## config.mk

```make
export PLATFORM = sky130hd
export DESIGN_NAME = alu_arbiter_ctrl_flat
export DESIGN_NICKNAME = d
export VERILOG_FILES = /design/src/rtl/alu_arbiter_ctrl_if.sv /design/src/rtl/alu_arbiter_ctrl.sv /design/src/flat_wrapper.sv
export SDC_FILE = /design/constraint.sdc
export NUM_CORES = 1
export LEC_CHECK = 0
export CAP_MARGIN = 20
export CORE_MARGIN = 1
export CORE_UTILIZATION = 39
export DETAILED_ROUTE_END_ITERATION = 12
export GPL_TIMING_DRIVEN = 0
export PLACE_DENSITY = 0.61
export SETUP_SLACK_MARGIN = 0.5
export SLEW_MARGIN = 20
export SYNTH_ARGS = -nofsm -noshare
export SYNTH_HDL_FRONTEND = slang
export SYNTH_SLANG_ARGS = --single-unit
```

## constraint.sdc

```tcl
create_clock -name clk -period 5.7 [get_ports clk]
set_clock_uncertainty 0.1 [all_clocks]
set_input_delay 1.71 -clock clk [delete_from_list [all_inputs] [get_ports clk]]
set_output_delay 1.71 -clock clk [all_outputs]
set_load 0.05 [all_outputs]
```

## src/rtl/alu_arbiter_ctrl_if.sv

```systemverilog
// Requester/response bundle for alu_arbiter_ctrl.
// The slave modport is the controller side; master is the requester/consumer side.
interface alu_arbiter_ctrl_if #(
  parameter int unsigned CNT_W = 8
);
  logic             req0_valid;
  logic             req0_ready;
  logic             req0_op;
  logic [2:0]       req0_a;
  logic [2:0]       req0_b;
  logic             req1_valid;
  logic             req1_ready;
  logic             req1_op;
  logic [2:0]       req1_a;
  logic [2:0]       req1_b;
  logic             rsp_valid;
  logic             rsp_ready;
  logic             rsp_id;
  logic [5:0]       rsp_data;
  logic             busy;
  logic [CNT_W-1:0] op_count;

  modport slave (
    input  req0_valid, req0_op, req0_a, req0_b,
    input  req1_valid, req1_op, req1_a, req1_b,
    input  rsp_ready,
    output req0_ready, req1_ready,
    output rsp_valid, rsp_id, rsp_data, busy, op_count
  );

  modport master (
    output req0_valid, req0_op, req0_a, req0_b,
    output req1_valid, req1_op, req1_a, req1_b,
    output rsp_ready,
    input  req0_ready, req1_ready,
    input  rsp_valid, rsp_id, rsp_data, busy, op_count
  );
endinterface

```

## src/rtl/alu_arbiter_ctrl.sv

```systemverilog
// Two-requester round-robin front end for a tiny ALU: 1-cycle add,
// 3-cycle shift-add multiply, held response and saturating completion count.
module alu_arbiter_ctrl #(
  parameter int unsigned CNT_W = 8
) (
  input  logic               clk,
  input  logic               rst,
  alu_arbiter_ctrl_if.slave  bus
);

  typedef enum logic [1:0] {S_IDLE, S_EXEC, S_RESP} state_t;

  state_t           r_state,     w_state_n;
  logic             r_ptr,       w_ptr_n;
  logic             r_op,        w_op_n;
  logic [2:0]       r_a,         w_a_n;
  logic [2:0]       r_b,         w_b_n;
  logic             r_id,        w_id_n;
  logic [5:0]       r_acc,       w_acc_n;
  logic [1:0]       r_step,      w_step_n;
  logic             r_rsp_valid, w_rsp_valid_n;
  logic             r_rsp_id,    w_rsp_id_n;
  logic [5:0]       r_rsp_data,  w_rsp_data_n;
  logic             r_busy,      w_busy_n;
  logic [CNT_W-1:0] r_op_count,  w_op_count_n;

  logic       w_idle;
  logic       w_gnt0;
  logic       w_gnt1;
  logic [5:0] w_term;

  // Grant is combinational in IDLE; the pointer only breaks ties.
  assign w_idle = (r_state == S_IDLE) && !rst;
  assign w_gnt0 = bus.req0_valid && (!bus.req1_valid || !r_ptr);
  assign w_gnt1 = bus.req1_valid && (!bus.req0_valid ||  r_ptr);

  assign bus.req0_ready = w_idle && w_gnt0;
  assign bus.req1_ready = w_idle && w_gnt1;
  assign bus.rsp_valid  = r_rsp_valid;
  assign bus.rsp_id     = r_rsp_id;
  assign bus.rsp_data   = r_rsp_data;
  assign bus.busy       = r_busy;
  assign bus.op_count   = r_op_count;

  // Partial product for the operand-b bit selected by the step counter.
  assign w_term = r_b[r_step] ? (6'(r_a) << r_step) : 6'd0;

  always_comb begin
    w_state_n     = r_state;
    w_ptr_n       = r_ptr;
    w_op_n        = r_op;
    w_a_n         = r_a;
    w_b_n         = r_b;
    w_id_n        = r_id;
    w_acc_n       = r_acc;
    w_step_n      = r_step;
    w_rsp_valid_n = r_rsp_valid;
    w_rsp_id_n    = r_rsp_id;
    w_rsp_data_n  = r_rsp_data;
    w_busy_n      = r_busy;
    w_op_count_n  = r_op_count;

    unique case (r_state)
      S_IDLE: begin
        if (bus.req0_ready || bus.req1_ready) begin
          w_op_n    = bus.req1_ready ? bus.req1_op : bus.req0_op;
          w_a_n     = bus.req1_ready ? bus.req1_a  : bus.req0_a;
          w_b_n     = bus.req1_ready ? bus.req1_b  : bus.req0_b;
          w_id_n    = bus.req1_ready;
          w_ptr_n   = !bus.req1_ready;
          w_acc_n   = 6'd0;
          w_step_n  = 2'd0;
          w_busy_n  = 1'b1;
          w_state_n = S_EXEC;
        end
      end
      S_EXEC: begin
        if (r_op) begin
          w_rsp_data_n  = 6'(r_a) + 6'(r_b);
          w_rsp_id_n    = r_id;
          w_rsp_valid_n = 1'b1;
          w_state_n     = S_RESP;
        end else begin
          w_acc_n  = r_acc + w_term;
          w_step_n = r_step + 2'd1;
          if (r_step == 2'd2) begin
            w_rsp_data_n  = r_acc + w_term;
            w_rsp_id_n    = r_id;
            w_rsp_valid_n = 1'b1;
            w_state_n     = S_RESP;
          end
        end
      end
      S_RESP: begin
        if (bus.rsp_ready) begin
          w_rsp_valid_n = 1'b0;
          w_rsp_id_n    = 1'b0;
          w_rsp_data_n  = 6'd0;
          w_busy_n      = 1'b0;
          w_state_n     = S_IDLE;
          if (r_op_count != {CNT_W{1'b1}}) begin
            w_op_count_n = r_op_count + CNT_W'(1);
          end
        end
      end
      default: begin
        w_state_n = S_IDLE;
      end
    endcase
  end

  always_ff @(posedge clk or posedge rst) begin
    if (rst) begin
      r_state     <= S_IDLE;
      r_ptr       <= 1'b0;
      r_op        <= 1'b0;
      r_a         <= 3'd0;
      r_b         <= 3'd0;
      r_id        <= 1'b0;
      r_acc       <= 6'd0;
      r_step      <= 2'd0;
      r_rsp_valid <= 1'b0;
      r_rsp_id    <= 1'b0;
      r_rsp_data  <= 6'd0;
      r_busy      <= 1'b0;
      r_op_count  <= '0;
    end else begin
      r_state     <= w_state_n;
      r_ptr       <= w_ptr_n;
      r_op        <= w_op_n;
      r_a         <= w_a_n;
      r_b         <= w_b_n;
      r_id        <= w_id_n;
      r_acc       <= w_acc_n;
      r_step      <= w_step_n;
      r_rsp_valid <= w_rsp_valid_n;
      r_rsp_id    <= w_rsp_id_n;
      r_rsp_data  <= w_rsp_data_n;
      r_busy      <= w_busy_n;
      r_op_count  <= w_op_count_n;
    end
  end

endmodule
```

## src/flat_wrapper.sv

```systemverilog
// flat-port wrapper written by rule: the top's interface ports become plain ports
module alu_arbiter_ctrl_flat 
#(
  parameter int unsigned CNT_W = 8
)
  (clk, rst, bus_req0_valid, bus_req0_op, bus_req0_a, bus_req0_b, bus_req1_valid, bus_req1_op, bus_req1_a, bus_req1_b, bus_rsp_ready, bus_req0_ready, bus_req1_ready, bus_rsp_valid, bus_rsp_id, bus_rsp_data, bus_busy, bus_op_count);
  alu_arbiter_ctrl_if #(.CNT_W(CNT_W)) bus_i ();
  input  logic clk;
  input  logic rst;
  input wire logic [$bits(bus_i.req0_valid)-1:0] bus_req0_valid;
  input wire logic [$bits(bus_i.req0_op)-1:0] bus_req0_op;
  input wire logic [$bits(bus_i.req0_a)-1:0] bus_req0_a;
  input wire logic [$bits(bus_i.req0_b)-1:0] bus_req0_b;
  input wire logic [$bits(bus_i.req1_valid)-1:0] bus_req1_valid;
  input wire logic [$bits(bus_i.req1_op)-1:0] bus_req1_op;
  input wire logic [$bits(bus_i.req1_a)-1:0] bus_req1_a;
  input wire logic [$bits(bus_i.req1_b)-1:0] bus_req1_b;
  input wire logic [$bits(bus_i.rsp_ready)-1:0] bus_rsp_ready;
  output wire logic [$bits(bus_i.req0_ready)-1:0] bus_req0_ready;
  output wire logic [$bits(bus_i.req1_ready)-1:0] bus_req1_ready;
  output wire logic [$bits(bus_i.rsp_valid)-1:0] bus_rsp_valid;
  output wire logic [$bits(bus_i.rsp_id)-1:0] bus_rsp_id;
  output wire logic [$bits(bus_i.rsp_data)-1:0] bus_rsp_data;
  output wire logic [$bits(bus_i.busy)-1:0] bus_busy;
  output wire logic [$bits(bus_i.op_count)-1:0] bus_op_count;
  assign bus_i.req0_valid = bus_req0_valid;
  assign bus_i.req0_op = bus_req0_op;
  assign bus_i.req0_a = bus_req0_a;
  assign bus_i.req0_b = bus_req0_b;
  assign bus_i.req1_valid = bus_req1_valid;
  assign bus_i.req1_op = bus_req1_op;
  assign bus_i.req1_a = bus_req1_a;
  assign bus_i.req1_b = bus_req1_b;
  assign bus_i.rsp_ready = bus_rsp_ready;
  assign bus_req0_ready = bus_i.req0_ready;
  assign bus_req1_ready = bus_i.req1_ready;
  assign bus_rsp_valid = bus_i.rsp_valid;
  assign bus_rsp_id = bus_i.rsp_id;
  assign bus_rsp_data = bus_i.rsp_data;
  assign bus_busy = bus_i.busy;
  assign bus_op_count = bus_i.op_count;
  alu_arbiter_ctrl #(.CNT_W(CNT_W)) u_core (.clk(clk), .rst(rst), .bus(bus_i));
endmodule
```

* Word level (Yosys, flattened, before mapping) *
Cells that the tools add are included.

word-level totals
  output and inout port bits = 19
  word-level logic and storage cells = 80
  bits of input ports = 19
  flip-flop bits (word level) = 36

operators by class
  reduce and logical (&&, ||, !) cells = 23
  equality and inequality tests = 8
  add/sub/neg operators = 4
  order comparisons = 1
  shifts and indexed selects = 1
  multiplexer cells = 30

operator list
  cell                                                                          count
  6-bit 2-to-1 mux                                                              6
  6-bit one-hot mux with 2 select lines                                         2
  3-bit AND reduction                                                           5
  2-bit 2-to-1 mux                                                              6
  8-bit by 1-bit adder with 8-bit output, second input constant                 1
  1-bit 2-to-1 mux                                                              8
  8-bit inequality test, second input constant                                  1
  6-bit adder                                                                   1
  3-bit 2-to-1 mux                                                              2
  2-bit inequality test, second input constant                                  3
  1-bit one-hot mux with 2 select lines                                         3
  2-bit one-hot mux with 3 select lines                                         1
  2-bit nonzero test                                                            3
  3-bit by 2-bit << shifter with 6-bit output                                   1
  1-bit logical AND                                                             5
  1-bit logical NOT                                                             5
  3-bit by 3-bit adder with 4-bit output                                        1
  2-bit equality test, second input constant                                    2
  2-bit one-hot mux with 2 select lines                                         1
  1-bit logical OR                                                              3
  2-bit by 3-bit less-than comparator with 1-bit output, second input constant  1
  3-bit by 1-bit inequality test with 1-bit output, second input constant       1
  2-bit by 1-bit adder with 2-bit output, second input constant                 1
  1-bit binary-select mux with 2-bit select                                     1
  other kinds (3)                                                               3

* Depth between registers and ports, before layout *
Gate-level depths: netlist of the first run.

  depth in word-level cells = 7
  depth in mapped cells = 11

* Least setup slack after synthesis of the first run *
OpenSTA, ideal clock, no wires.

  path type = input to output
  start point = input port rst
  end point = output port bus_req0_ready
  cell stages on the path = 3
  buffers on the path = 0
  setup slack = 1.192 ns
  data arrival time = 2.698 ns
  cell sequence = nor2b_2 nand2_1 a21oi_1

on the way
  word-level cells in the longest chain between the ends = 3

ends and longest elaborated chain
  element            line                    source
  from (decl)        flat_wrapper.sv:9       input logic rst;
  1-bit logical NOT  alu_arbiter_ctrl.sv:33  assign w_idle = (r_state == S_IDLE) && !rst;
  1-bit logical AND  alu_arbiter_ctrl.sv:33
  1-bit logical AND  alu_arbiter_ctrl.sv:37  assign bus.req0_ready = w_idle && w_gnt0;
  to (decl)          flat_wrapper.sv:19      output wire logic [$bits(bus_i.req0_ready)-1:0] bus_req0_ready;

No other way between the ends.

* Worst setup path after layout of the first run *
  start point = input port rst
  end point = output port bus_req1_ready

on the way
  word-level cells in the longest chain between the ends = 3

ends and longest elaborated chain
  element            line                    source
  1-bit logical NOT  alu_arbiter_ctrl.sv:33
  1-bit logical AND  alu_arbiter_ctrl.sv:33
  1-bit logical AND  alu_arbiter_ctrl.sv:38  assign bus.req1_ready = w_idle && w_gnt1;
  to (decl)          flat_wrapper.sv:20      output wire logic [$bits(bus_i.req1_ready)-1:0] bus_req1_ready;

No other way between the ends.

==> qor.txt, run 1 <==
number of remaining DRC errors - 0
Setup CP Type - in2out
DRT antenna net count - 0
post-synth cell types - 43
Global Route Usage Sum - 0.173
Crit Path Max Fanout - 9
CTS tree - done
area grow syn2layout - 26.7%
Worst slew margin - 0.661
CP startpoint kind - input port
Netlist Area Pre-Place - 2170 µm²
dpl hpwl - 3.50 mm
Tmin final - 5.13 ns
Core Area - 5240 µm²
grt total ovfl - 0
CP Data Required Time - 3.89 ns
multi-input logic area - 1170 µm²
Mapped Cells - 217
cts bufs inserted - 5
Initial Utilization - 0.414
Max Fclk - 195 MHz
worst slew pin tran - 0.506 ns
final wirelength - 4.58 mm
Die Y - 76.6 µm
Clk Latency, worst-skew pair - 0.29 ns
Post-DP Area - 2660 µm²
status - completed
port buffer count - 37
Avg Inst Size Synth - 10.0 µm²
Avg WL per Cell - 13.8 µm
ratio of cells with drive above 1 in the final layout - 0.0916
Post-synth ARST share - 1.00
number of flops mapped to enable cells by yosys - 0
Synth area leaders - dfrtp_1, ha_1, mux2i_1
Reg area - 901 µm²
syn_nets - 252
number of core rows - 26
RSZ-0062 raised after global routing - no
final instance area - 2750 µm²
arrival time worst endpoint - 3.32 ns
Final WS setup - 0.575 ns
fin nets - 297
prevailing post-synth register cell - dfrtp_1
final hold viol count - 0
Max VDD drop - 0.230 mV
buffers inserted by post-CTS timing repair - 0
largest area contributor in the netlist - dfrtp_1
die width - 76.6 µm
drt pass-1 iters - 4
Slew Viols, Final - 0
via count - 1,705
min-delay worst type - reg2reg
first-pass GRT wire length - 7.85 mm
Fin Setup TNS - 0 ns
CTS root buf - clkbuf_8
crit share post-route - 0.899
1st-iter DRT viols - 108
LEAKAGE - 0.00122 µW
Yosys top cell area share - 0.415
Post-CTS Resized - 2
gpl congestion - 0.803
number of diodes - 0
Power Density - 548 nW/µm²
clock sinks - 36
Clock Path Buffers - 2
Placement Setup Slack - 0.271 ns
Setup violations, final - 0
Ys Warns - 0
Seq/Total Area, Yosys - 0.415
Max-Cap Viols - 0
vias in the first global route - 1,583
initial antenna violation count - 0
Post-CTS Hold Buffers - 0
Crit. End Element - output port
H-tree Lvls - 2
vias per inst - 5.14
post-synthesis register bit count - 36
I/O pins - 38
Reg clk slew, reported paths - 0.06 ns
die area - 5870 µm²
largest net degree at the start of global routing - 22
fill count - 512
==> metrics by stage <==
stage / util / instances / power [µW] / hold WS [ns]
after CTS: 0.525 / 332 / 1520 / 0.387
after global placement: 0.502 / 324 / 1310 / 0.363
after detailed placement: 0.507 / 325 / 1320 / 0.373
after global routing: 0.525 / 332 / 1640 / 0.405
final: 0.525 / 332 / 1510 / 0.380
after floorplan: - / 217 / 1070 / 0.379
==> layout by cell type (no fill, tap or decap), drive strengths merged, types with 2 or more instances in the layout <==
master,n
o21bai,2
and4,2
dfrtp,36
fa,2
a32oi,2
ha,14
mux2i,12
clkdlybuf4s50,35
a21o,3
o2bb2ai,3
nand3,3
buf,7
nand4,3
nor2,8
dlygate4sd2,2
a22o,3
nor3b,3
clkbuf,11
a21oi,10
o221ai,2
nand2,26
o31ai,4
o21ai,19
xor2,4
a22oi,10
nor2b,4
mux2,3
xnor2,7
inv,12
==> critical path, cell delays in order <==
cell and delay, ns:
clkdlybuf4s50_1 0.44, nor2b_2 0.15, nand2_1 0.11, a21oi_4 0.32
dlygate4sd2_1 0.58
==> path summary, 6_finish.rpt <==
kind                                   startpoint                      to  slack, ns  cells past startpoint
setup / recovery                              rst          bus_req1_ready       0.57                      5
hold / removal             u_core.bus.rsp_data[0]  u_core.bus.rsp_data[0]       0.38                      2
setup reg to reg                 u_core.r_step[1]         u_core.r_acc[5]       2.91                     10
hold reg to reg            u_core.bus.rsp_data[0]  u_core.bus.rsp_data[0]       0.38                      2
max in group asynchronous                     rst  u_core.bus.rsp_data[3]       3.41                      3
min in group asynchronous                     rst       u_core.r_state[0]       1.66                      2
==> flip-flops by register name, indices dropped and copies added (netlist names), 2 cells and up <==
name                 flops
u_core.bus.op_count      8
u_core.bus.rsp_data      6
u_core.r_acc             6
u_core.r_a               3
u_core.r_b               3
u_core.r_state           2
u_core.r_step            2
==> layout make-up <==
cell class,instances,area share
buffer,10,0.0196
clock buffer,7,0.0350
inverter,12,0.0164
multi-input combinational,159,0.426
sequential,36,0.328
tap,70,0.0318
timing repair buffer,38,0.144
==> metal layers <==
| metal | global-route usage | wire (µm) | up-vias |
|---|---|---|---|
| met5 | 0 | 0 | - |
| met1 | 0.254 | 2390 | 788 |
| li1 | - | - | 873 |
| met3 | 0.0407 | 154 | 8 |
| met2 | 0.238 | 1960 | 36 |
| met4 | 0.0769 | 79 | 0 |
==> synthesized netlist by cell type, types with 7 or more instances <==
| cell | instances |
|---|---|
| xnor2_1 | 7 |
| nand2_1 | 25 |
| mux2i_1 | 12 |
| ha_1 | 14 |
| o21ai_1 | 9 |
| a21oi_1 | 9 |
| o21ai_0 | 10 |
| inv_1 | 12 |
| dfrtp_1 | 36 |
| a22oi_1 | 10 |
| nor2_1 | 8 |
==> report_power, final <==
group | switching [µW] | internal [µW]
combinational | 532 | 342
sequential | 85.2 | 356
clock | 86.1 | 108
total | 703 | 805
==> logic make-up after synthesis <==
logic type,after synthesis,share of synthesized area
AOI/OAI and AO/OA,64,0.203
xor gates and xnor gates,11,0.0444
adders and majority gates,16,0.0991
buffers and inverters,22,0.0455
DFF,36,0.415
muxes,15,0.0709
and+or+nand+nor,53,0.122
No activity file was read; power rests on OpenSTA's default activity.
==> run 2: changes to the inputs <==
Settings changed: CORE_MARGIN 1 to unset, CTS_CLUSTER_SIZE set to 8.
==> results of run 2 <==
Same layout as run 1: the final DEF is identical, and so are final timing and power.
==> run 3: changes to the inputs <==
Settings changed: ABC_CLOCK_PERIOD_IN_PS set to 5700.
==> results of run 3 <==
Same layout as run 1: the final DEF is identical, and so are final timing and power.
